`config.mk`:
```
export PLATFORM = sky130hd
export DESIGN_NAME = sram_out_serializer_flat
export DESIGN_NICKNAME = d
export VERILOG_FILES = /design/src/rtl/sram_pkg.sv /design/src/rtl/sram_out_serializer_if.sv /design/src/rtl/sram_beat_fifo.sv /design/src/rtl/sram_out_serializer.sv /design/src/flat_wrapper.sv
export SDC_FILE = /design/constraint.sdc
export NUM_CORES = 2
export LEC_CHECK = 0
export CAP_MARGIN = 10
export CORE_MARGIN = 3
export CORE_UTILIZATION = 47
export CTS_CLUSTER_DIAMETER = 50
export CTS_CLUSTER_SIZE = 40
export DETAILED_ROUTE_END_ITERATION = 7
export PLACE_DENSITY = 0.66
export SYNTH_ARGS = -nofsm -noshare
export SYNTH_HDL_FRONTEND = slang
export SYNTH_SLANG_ARGS = --single-unit
```
`constraint.sdc`:
```
create_clock -name CLK -period 5.4 [get_ports CLK]
set_input_delay 0.81 -clock CLK [delete_from_list [all_inputs] [get_ports CLK]]
set_output_delay 0.81 -clock CLK [all_outputs]
set_load 0.02 [all_outputs]
```
`src/rtl/sram_pkg.sv`:
```
// Shared types and constants for the sram_wrapper result-beat serializer.
package sram_pkg;

   localparam int DATA_W = 512;
   localparam int OUT_W  = 32;
   localparam int WORDS  = DATA_W / OUT_W;
   localparam int IDX_W  = $clog2(WORDS);

   typedef logic [DATA_W-1:0] beat_t;
   typedef logic [OUT_W-1:0]  word_t;
   typedef logic [IDX_W-1:0]  idx_t;

   typedef enum logic [0:0] {
      IDLE = 1'b0,
      SEND = 1'b1
   } state_e;

   // Word i of a beat, word 0 being the least-significant OUT_W bits.
   function automatic word_t beat_word(beat_t b, idx_t i);
      word_t [WORDS-1:0] w;
      w = b;
      return w[i];
   endfunction

endpackage

```
`src/rtl/sram_out_serializer_if.sv`:
```
// Beat input and word output stream of the serializer.
//
// Handshakes: sram_out is qualified by valid_out alone and is sampled on every
// rising edge; it has no ready and cannot be stalled. The word stream moves a
// word on each rising edge where m_valid && m_ready; while m_valid is high and
// m_ready low, m_data/m_last hold their values and m_valid stays high.
interface sram_out_serializer_if;
   import sram_pkg::*;

   beat_t sram_out;
   logic  valid_out;
   word_t m_data;
   logic  m_valid;
   logic  m_ready;
   logic  m_last;

   // master: the environment around the block (beat producer + word sink)
   modport master (
      output sram_out, valid_out, m_ready,
      input  m_data, m_valid, m_last
   );

   // slave: the serializer itself
   modport slave (
      input  sram_out, valid_out, m_ready,
      output m_data, m_valid, m_last
   );
endinterface

```
`src/rtl/sram_beat_fifo.sv`:
```
// DEPTH-entry beat FIFO; a push is accepted while full when the head is
// popped on the same edge. Exposes the entry behind the head so the
// serializer can preload the next beat's first word without a gap cycle.
module sram_beat_fifo
   import sram_pkg::*;
#(
   parameter int DEPTH = 4
) (
   input  logic                   CLK,
   input  logic                   rst_n,
   input  logic                   push,
   input  logic                   pop,
   input  beat_t                  din,
   output logic                   full,
   output logic                   empty,
   output beat_t                  head,
   output beat_t                  next_head,
   output logic [$clog2(DEPTH):0] count
);

   localparam int AW = $clog2(DEPTH);

   beat_t          mem [DEPTH];
   logic [AW:0]    wptr;
   logic [AW:0]    rptr;
   logic [AW-1:0]  rnext_addr;
   logic           do_pop;
   logic           do_push;

   assign empty      = (wptr == rptr);
   assign full       = (wptr[AW] != rptr[AW]) && (wptr[AW-1:0] == rptr[AW-1:0]);
   assign count      = wptr - rptr;
   assign do_pop     = pop && !empty;
   assign do_push    = push && (!full || do_pop);
   assign rnext_addr = rptr[AW-1:0] + AW'(1);
   assign head       = mem[rptr[AW-1:0]];
   assign next_head  = mem[rnext_addr];

   // Read/write pointers; extra MSB distinguishes full from empty.
   always_ff @(posedge CLK or negedge rst_n) begin
      if (!rst_n) begin
         wptr <= '0;
         rptr <= '0;
      end else begin
         if (do_push) wptr <= wptr + (AW+1)'(1);
         if (do_pop)  rptr <= rptr + (AW+1)'(1);
      end
   end

   // Storage; contents need no reset since empty gates every read.
   always_ff @(posedge CLK) begin
      if (do_push) mem[wptr[AW-1:0]] <= din;
   end

endmodule

```
`src/rtl/sram_out_serializer.sv`:
```
// Buffers 512-bit sram_wrapper result beats and re-emits each as 32-bit words
// (least-significant first) on a valid/ready stream, counting sent and
// dropped beats.
module sram_out_serializer
   import sram_pkg::*;
#(
   parameter int DEPTH = 4,
   parameter int CNT_W = 16
) (
   input  logic                CLK,
   input  logic                RST,
   sram_out_serializer_if.slave bus,
   output logic                overflow,
   output logic [CNT_W-1:0]    beat_cnt,
   output logic [CNT_W-1:0]    drop_cnt,
   output state_e              dbg_state
);

   localparam int AW = $clog2(DEPTH);
   localparam int CW = AW + 1;

   logic [1:0]    rst_sync;
   logic          rst_n;

   state_e        state_q, state_nx;
   idx_t          idx_q, idx_nx;
   word_t         m_data_q, data_nx;
   logic          m_valid_q, valid_nx;
   logic          m_last_q, last_nx;
   beat_t         src_beat;

   logic          full, empty;
   beat_t         head, next_head;
   logic [AW:0]   count;
   logic          hs, word_last, pop_en, push_en, drop, more_after;

   // Reset asserts immediately and releases on the second CLK edge after RST rises.
   always_ff @(posedge CLK or negedge RST) begin
      if (!RST) rst_sync <= 2'b00;
      else      rst_sync <= {rst_sync[0], 1'b1};
   end
   assign rst_n = rst_sync[1];

   assign hs         = m_valid_q && bus.m_ready;
   assign word_last  = (idx_q == idx_t'(WORDS-1));
   assign pop_en     = hs && word_last && (state_q == SEND);
   assign push_en    = bus.valid_out && (!full || pop_en);
   assign drop       = bus.valid_out && full && !pop_en;
   // After a pop, another beat remains if one was queued or arrives this edge.
   assign more_after = (count > CW'(1)) || push_en;

   sram_beat_fifo #(.DEPTH(DEPTH)) u_fifo (
      .CLK       (CLK),
      .rst_n     (rst_n),
      .push      (push_en),
      .pop       (pop_en),
      .din       (bus.sram_out),
      .full      (full),
      .empty     (empty),
      .head      (head),
      .next_head (next_head),
      .count     (count)
   );

   // FSM state and word index register.
   always_ff @(posedge CLK or negedge rst_n) begin
      if (!rst_n) begin
         state_q <= IDLE;
         idx_q   <= '0;
      end else begin
         state_q <= state_nx;
         idx_q   <= idx_nx;
      end
   end

   // Next state: advance the word index per handshake, pop on the last word.
   always_comb begin
      state_nx = state_q;
      idx_nx   = idx_q;
      case (state_q)
         IDLE: begin
            if (!empty) begin
               state_nx = SEND;
               idx_nx   = '0;
            end
         end
         SEND: begin
            if (hs) begin
               if (word_last) begin
                  idx_nx   = '0;
                  state_nx = more_after ? SEND : IDLE;
               end else begin
                  idx_nx = idx_q + idx_t'(1);
               end
            end
         end
         default: begin
            state_nx = IDLE;
            idx_nx   = '0;
         end
      endcase
   end

   // Output decode: the word presented after the edge, from the beat that will be head then.
   always_comb begin
      src_beat = head;
      if (pop_en) src_beat = (count > CW'(1)) ? next_head : bus.sram_out;
      valid_nx = (state_nx == SEND);
      data_nx  = valid_nx ? beat_word(src_beat, idx_nx) : '0;
      last_nx  = valid_nx && (idx_nx == idx_t'(WORDS-1));
   end

   // Registered stream outputs; no combinational path from m_ready.
   always_ff @(posedge CLK or negedge rst_n) begin
      if (!rst_n) begin
         m_data_q  <= '0;
         m_valid_q <= 1'b0;
         m_last_q  <= 1'b0;
      end else begin
         m_data_q  <= data_nx;
         m_valid_q <= valid_nx;
         m_last_q  <= last_nx;
      end
   end

   // Sent-beat counter wraps; drop counter saturates; overflow is sticky.
   always_ff @(posedge CLK or negedge rst_n) begin
      if (!rst_n) begin
         beat_cnt <= '0;
         drop_cnt <= '0;
         overflow <= 1'b0;
      end else begin
         if (pop_en) beat_cnt <= beat_cnt + CNT_W'(1);
         if (drop) begin
            overflow <= 1'b1;
            if (drop_cnt != '1) drop_cnt <= drop_cnt + CNT_W'(1);
         end
      end
   end

   assign bus.m_data  = m_data_q;
   assign bus.m_valid = m_valid_q;
   assign bus.m_last  = m_last_q;
   assign dbg_state   = state_q;

endmodule

```
`src/flat_wrapper.sv`:
```
// flat-port wrapper written by rule: the top's interface ports become plain ports
module sram_out_serializer_flat import sram_pkg::*;
#(
   parameter int DEPTH = 4,
   parameter int CNT_W = 16
)
  (CLK, RST, overflow, beat_cnt, drop_cnt, dbg_state, bus_sram_out, bus_valid_out, bus_m_ready, bus_m_data, bus_m_valid, bus_m_last);
  sram_out_serializer_if bus_i ();
  input  logic CLK;
  input  logic RST;
  output logic overflow;
  output logic [CNT_W-1:0] beat_cnt;
  output logic [CNT_W-1:0] drop_cnt;
  output state_e dbg_state;
  input wire logic [$bits(bus_i.sram_out)-1:0] bus_sram_out;
  input wire logic [$bits(bus_i.valid_out)-1:0] bus_valid_out;
  input wire logic [$bits(bus_i.m_ready)-1:0] bus_m_ready;
  output wire logic [$bits(bus_i.m_data)-1:0] bus_m_data;
  output wire logic [$bits(bus_i.m_valid)-1:0] bus_m_valid;
  output wire logic [$bits(bus_i.m_last)-1:0] bus_m_last;
  assign bus_i.sram_out = bus_sram_out;
  assign bus_i.valid_out = bus_valid_out;
  assign bus_i.m_ready = bus_m_ready;
  assign bus_m_data = bus_i.m_data;
  assign bus_m_valid = bus_i.m_valid;
  assign bus_m_last = bus_i.m_last;
  sram_out_serializer #(.DEPTH(DEPTH), .CNT_W(CNT_W)) u_core (.CLK(CLK), .RST(RST), .bus(bus_i), .overflow(overflow), .beat_cnt(beat_cnt), .drop_cnt(drop_cnt), .dbg_state(dbg_state));
endmodule
```
# Yosys cells after proc, flatten, opt, wreduce, memory -nomap -nowiden
# Memories as Yosys holds them, arrays and structs flattened.
# Index checks and enable logic that the tools add are counted.
# totals
output_inout_bits	68
ramBits	2048
mem_count	1
wordCells	60
in_bits	516
regBits	79
# op_classes
order_cmp	2
mux	16
n_addsub	7
eq_ne	6
reduce_logical	17
bitwise_logic	1
# memory_table
memory	words	word_bits	rd	rd_ports_with_merged_regs	write_ports	line_no	rtl
u_core.u_fifo.mem	4	512	2	0	1	sram_beat_fifo.sv:23	beat_t mem [DEPTH];
# op_table
cell	n
$mux 512	2
$bmux 32 s4	1
$mux 32	2
$add 16x1->16 const B	2
$ne 16x16->1 const B	1
$mux 4	3
$logic_and 1x1->1	10
$eq 4x4->1 const B	2
$pmux 4 s2	1
$add 3x1->3 const B	2
$mux 1	6
$lt 4x5->1 const B	1
$add 4x1->4 const B	1
$eq 3x3->1	1
$gt 3x1->1 const B	1
$logic_not 1->1	3
$logic_or 1x1->1	3
$sub 3x3->3	1
$add 2x1->2 const B	1
$eq 2x2->1	1
$pmux 1 s2	1
$reduce_and 2->1	1
$ne 1x1->1	1
$not 1->1	1

# Depth between registers and ports, before layout
# logic_depth
ltp_word	11
depth_mapped	17
depth_no_buf	11

# By module
# A second synthesis with hierarchy kept.
# hier_totals
cells_unflattened	6183
area_unflattened_um2	103206.5
# by_module_without_submodules
module	seq_area_each_um2	area_each_um2	n_inst	cells_per_inst
sram_beat_fifo	61649.1	86930.9	1	3344
sram_out_serializer	1826.8	16275.6	1	2839

# Worst setup path before layout
# Ideal clock, no wire load.
# synth_timing
path_kind	reg2reg
from	reg u_core.u_fifo.rptr[1]
to	mem u_core.u_fifo.mem[3][0] in the netlist's numbering, enable pin
arrival_time_ns	13.982
path_slack_ns	-9.527
t_required_ns	4.455
setup_ns	0.945
path_buffers	4
period_less_slack_ns	14.927
path_stages_with_launch	10
path_cell_list	dfrtp_1 buf_2 buf_2 buf_1 buf_1 inv_1 ha_1 and2_1 a31oi_1 and2_1
# synth_via
elab_chain_len	8
elab_cells_between_ends	12
classes_between	eq/ne (2); mux (2); reduce/logical (8)
# synth_rtl
element	line_no	rtl
start: declaration	sram_beat_fifo.sv:25	logic [AW:0] rptr;
start signal: assignment	sram_beat_fifo.sv:46	if (do_pop) rptr <= rptr + (AW+1)'(1);
$eq 2x2->1	sram_beat_fifo.sv:31	assign full = (wptr[AW] != rptr[AW]) && (wptr[AW-1:0] == rptr[AW-1:0]);
$logic_and 1x1->1	sram_beat_fifo.sv:31	
$logic_not 1->1	sram_beat_fifo.sv:34, sram_out_serializer.sv:47	
$logic_or 1x1->1	sram_out_serializer.sv:47	assign push_en = bus.valid_out && (!full || pop_en);
$logic_and 1x1->1	sram_out_serializer.sv:47	
$logic_and 1x1->1 *	sram_beat_fifo.sv:34	assign do_push = push && (!full || do_pop);
$mux 1 *	sram_beat_fifo.sv:52	if (do_push) mem[wptr[AW-1:0]] <= din;
$mux 1 (not written as such) *	sram_beat_fifo.sv:52	
end: declaration	sram_beat_fifo.sv:23	
# Mark *: on every way between the ends. The rest lies on a longest branch, timed or not.

# Worst setup path after layout
# layout_timing
from	reg u_core.u_fifo.rptr[0]
to	reg u_core.m_data_q[20] (netlist: u_core.bus.m_data[20])
# layout_via
elab_chain_len	11
elab_cells_between_ends	23
classes_between	add/sub (2); order compare (1); eq/ne (2); mux (12); reduce/logical (5); memory (1)
# layout_rtl
element	line_no	rtl
parallel branches: the longest is 9 deep, another holds $sub 3x3->3	n/a	
$pmux 1 s2 *	sram_out_serializer.sv:80	case (state_q)
via u_core.state_nx	sram_out_serializer.sv:25	state_e state_q, state_nx;
$mux 32 *	sram_out_serializer.sv:109	data_nx = valid_nx ? beat_word(src_beat, idx_nx) : '0;
via u_core.data_nx[20]	sram_out_serializer.sv:27	word_t m_data_q, data_nx;
end signal: assignment	sram_out_serializer.sv:120	m_data_q <= data_nx;
end: declaration	sram_out_serializer.sv:27	
# Mark *: on every way through the listed nets, which the timed path passes. The select of a mux whose other input is x is not followed.
# A chain may end at the register's enable or synchronous reset.

==> results.yml <==
outcome:
  status: "finished clean"
clock_network:
  clockRootBuffer: "clkbuf_16"
  clock_sinks: 2127
  cts_tree: "done"
  cts_resized: 0
  cts_setup_buffers: 0
  clock_latency_ns: 0.86
  numCtsBuffers: 182
  htreeDepth: 4
  cts-hold-fix-buffers: 0
  cts_buffer_depth: 3
  path_clk_slew_ns: 0.08
synth:
  yosys_warnings: 0
  ys_seq_elements: 2127
  yosysMostFrequentCell: "edfxtp_1"
  ys_types: 67
  seq_area_frac_synth_pct: 71.20
  syn_area_per_cell_um2: 19.34
  synth_top_area_share_pct: 68.98
  synth.area.top_cells: "edfxtp_1 (69%), mux4_2 (18%), dfrtp_1 (2.2%), nand2_1 (2.0%), mux2i_1 (0.98%)"
  synthTopCellsByCount: "edfxtp_1 (2048), mux4_2 (699), nand2_1 (486)"
  syn-instance-count: 4609
  netlist_area_mm2: 0.08915
  synth_edf_count: 2048
  syn_nets: 5136
  synth_ff_type: "edfxtp_1"
  synth_top_cell_by_area: "edfxtp_1"
  async_reset_ff_share_pct: 3.714
placed_design:
  dp_hpwl_um: 170500
  postPlaceCellArea_mm2: 0.09846
  port_buffers: 583
  routabilityCongestion: 0.8680
route:
  wirelength_um: 256400
  num_vias: 49490
  via_per_inst: 6.233
  ant_nets: 0
  drcViolationCount: 0
  wl_per_cell_um: 32.29
  first_pass_iters: 8
  drtIter0Drc: 5618
sta:
  slew_viol_final: 0
  setup_tns_ns: 0
  worst-slew-pin-transition_ns: 1.335
  period_needed_ns: 4.885
  finalSetupViolCount: 0
  fin_skew_ns: 0.04824
  fmax_ghz: 0.2047
  final.period_utilization_pct: 90.46
  slew_headroom_pct: 10.63
  finalHoldViolCount: 0
  rsz0062_at_grt: "false"
power:
  combPwrFrac_pct: 39.7
  power_density_mw_per_mm2: 588.5
  sequentialPowerShare_pct: 37.6
  clkPwrFrac_pct: 22.8
  ir_drop_mv: 0.8254
  leakage_uw: 0.03408
  p_sw_uw: 22560
  swShare_pct: 36.41
  p_int_uw: 39400
worst_setup_path:
  crit_required_ns: 6.15
  crit_path_start_kind: "register"
  cp-end-kind: "register"
  path_class: "reg2reg"
  cp_max_fo: 29
  worst_r2r_startpoint: "u_core.u_fifo.rptr[0]$_DFFE_PN0P_"
  startpoint: "u_core.u_fifo.rptr[0]$_DFFE_PN0P_"
  critPathArrivalTime_ns: 5.64
finish:
  fin_area_mm2: 0.1053
  areaGrowthSynthToFinish_pct: 18.08
  drive_gt1_share_pct: 23.53
  nets: 5728
die:
  die_area_mm2: 0.1949
  initial_core_util_pct: 47.37
  die_h_um: 441.5
  die_x_um: 441.5
  num_rows: 159
  core_area_mm2: 0.1882
  ios: 584
worst_hold_path:
  hold_path_class: "in2async"
grt:
  grt_pass1_vias: 48820
  grt-busiest-layer: "met2"
  antenna_found_initial: 154
  grt_max_degree: 119
  met1_usage_pct: 34.08
  grt_pass1_wl_um: 362100
  use_met3_pct: 5.907
  grt_use_total_pct: 26.08
  grt-ovfl-total: 0
  gr-usage-met2_pct: 41.06
run:
  drv_cap: 0
[placed cells by master, fill, tap and decap left out, types with 11 or more instances in the layout]
cell,instances
nor2_1,61
mux2i_1,86
clkbuf_1,11
clkinvlp_4,14
a31o_2,22
and3_1,56
o21ai_0,142
a211oi_1,24
diode_2,87
inv_8,17
a21oi_1,125
a221o_1,17
xnor2_1,24
mux2_2,38
a31oi_1,87
clkdlybuf4s50_1,583
clkinv_8,33
mux4_2,699
bufinv_16,14
buf_12,49
nand4_1,25
edfxtp_1,2048
clkinv_4,14
clkbuf_16,183
nor3_1,13
nand2_1,485
buf_4,95
xor2_1,11
o21ai_1,13
dfrtp_1,76
inv_6,25
nand3_1,70
o211ai_1,11
a32oi_1,31
[power by group through the flow]
stage,clock network (uW),logic (uW),registers (uW)
6_report,14100,24600,23300
5_1_grt,15000,26000,23500
4_1_cts,14300,24800,23300
3_5_place_dp,0,24700,23600
3_3_place_gp,0,24700,23400
2_1_floorplan,0,15700,23800
[state kept, by name (all words and copies together), names as in the netlist]
| name | cells |
|---|---|
| u_core.bus.m_last | 1 |
| u_core.u_fifo.mem | 2048 |
| u_core.rst_sync | 2 |
| u_core.drop_cnt | 16 |
| u_core.dbg_state | 1 |
| u_core.bus.m_data | 32 |
| u_core.u_fifo.wptr | 3 |
| u_core.u_fifo.rptr | 3 |
| u_core.beat_cnt | 16 |
| u_core.overflow | 1 |
| u_core.idx_q | 4 |
[critical path, stage by stage, from the launching register on]
cell and delay, ns:
dfrtp_4 0.66, ha_1 0.29, fa_1 0.37, xnor3_1 0.35
and2_4 0.37, a31o_4 0.33, clkinv_2 0.12, nand2b_2 0.42
nor2_1 0.77, o211ai_1 0.75, nand4_1 0.33
[routing by layer]
metal / routed length (um) / vias up / part of all wire [%]
met4: 13220 / 58 / 5.2
met1: 96400 / 26200 / 38
li1: - / 20500 / -
met3: 20260 / 510 / 7.9
met5: 433 / - / 0.17
met2: 126000 / 2220 / 49
[cell type report]
cell class                      count  area [um^2]
Multi-Input combinational cell   2151        24270
Timing Repair Buffer              728         7541
Inverter                           11        60.06
Tap cell                         2495         3122
Sequential cell                  2127        63490
Fill cell                       14230        82930
Clock buffer                      195         4634
Antenna cell                       87        217.7
Clock inverter                    146         1938
[path summary, 6_finish.rpt]
kind                                                          end  slack [ns]  cells after the start
worst min-delay path                 u_core.rst_sync[1]$_DFF_PN0_        0.13                      1
worst max-delay path              u_core.bus.m_data[20]$_DFF_PN0_        0.51                     10
worst min register to register        u_core.overflow$_DFFE_PN0P_        0.31                      0
max in group asynchronous       u_core.u_fifo.rptr[1]$_DFFE_PN0P_        3.84                      1
min in group CLK                     u_core.rst_sync[1]$_DFF_PN0_        0.36                      0
worst max register to register    u_core.bus.m_data[20]$_DFF_PN0_        0.51                     10
[logic make-up after synthesis]
group	after synthesis	share of synthesized area (%)
compound gates	536	3.839
xor+xnor	37	0.3874
fa+ha+maj	11	0.1628
buf+inv	331	1.705
flops	2127	71.20
mux	824	19.12
other cells	1	0.004206
simple gates	742	3.585
[per-stage QoR]
| step | util (%) | setup WS, ns | total power [uW] | hold slack, ns | instances |
|---|---|---|---|---|---|
| 2_1_floorplan | - | -0.2235 | 39480 | 0.3312 | 4609 |
| 3_3_place_gp | 52.31 | 0.02878 | 48100 | 0.3261 | 7507 |
| 3_5_place_dp | 52.32 | 0.2199 | 48300 | 0.3260 | 7510 |
| 4_1_cts | 55.81 | 0.5503 | 62410 | 0.05362 | 7851 |
| 5_1_grt | 55.90 | 0.4319 | 64510 | 0.08846 | 7914 |
| 6_report | 55.94 | 0.5150 | 61950 | 0.1270 | 7940 |
No activity file was read; power rests on OpenSTA's default activity.
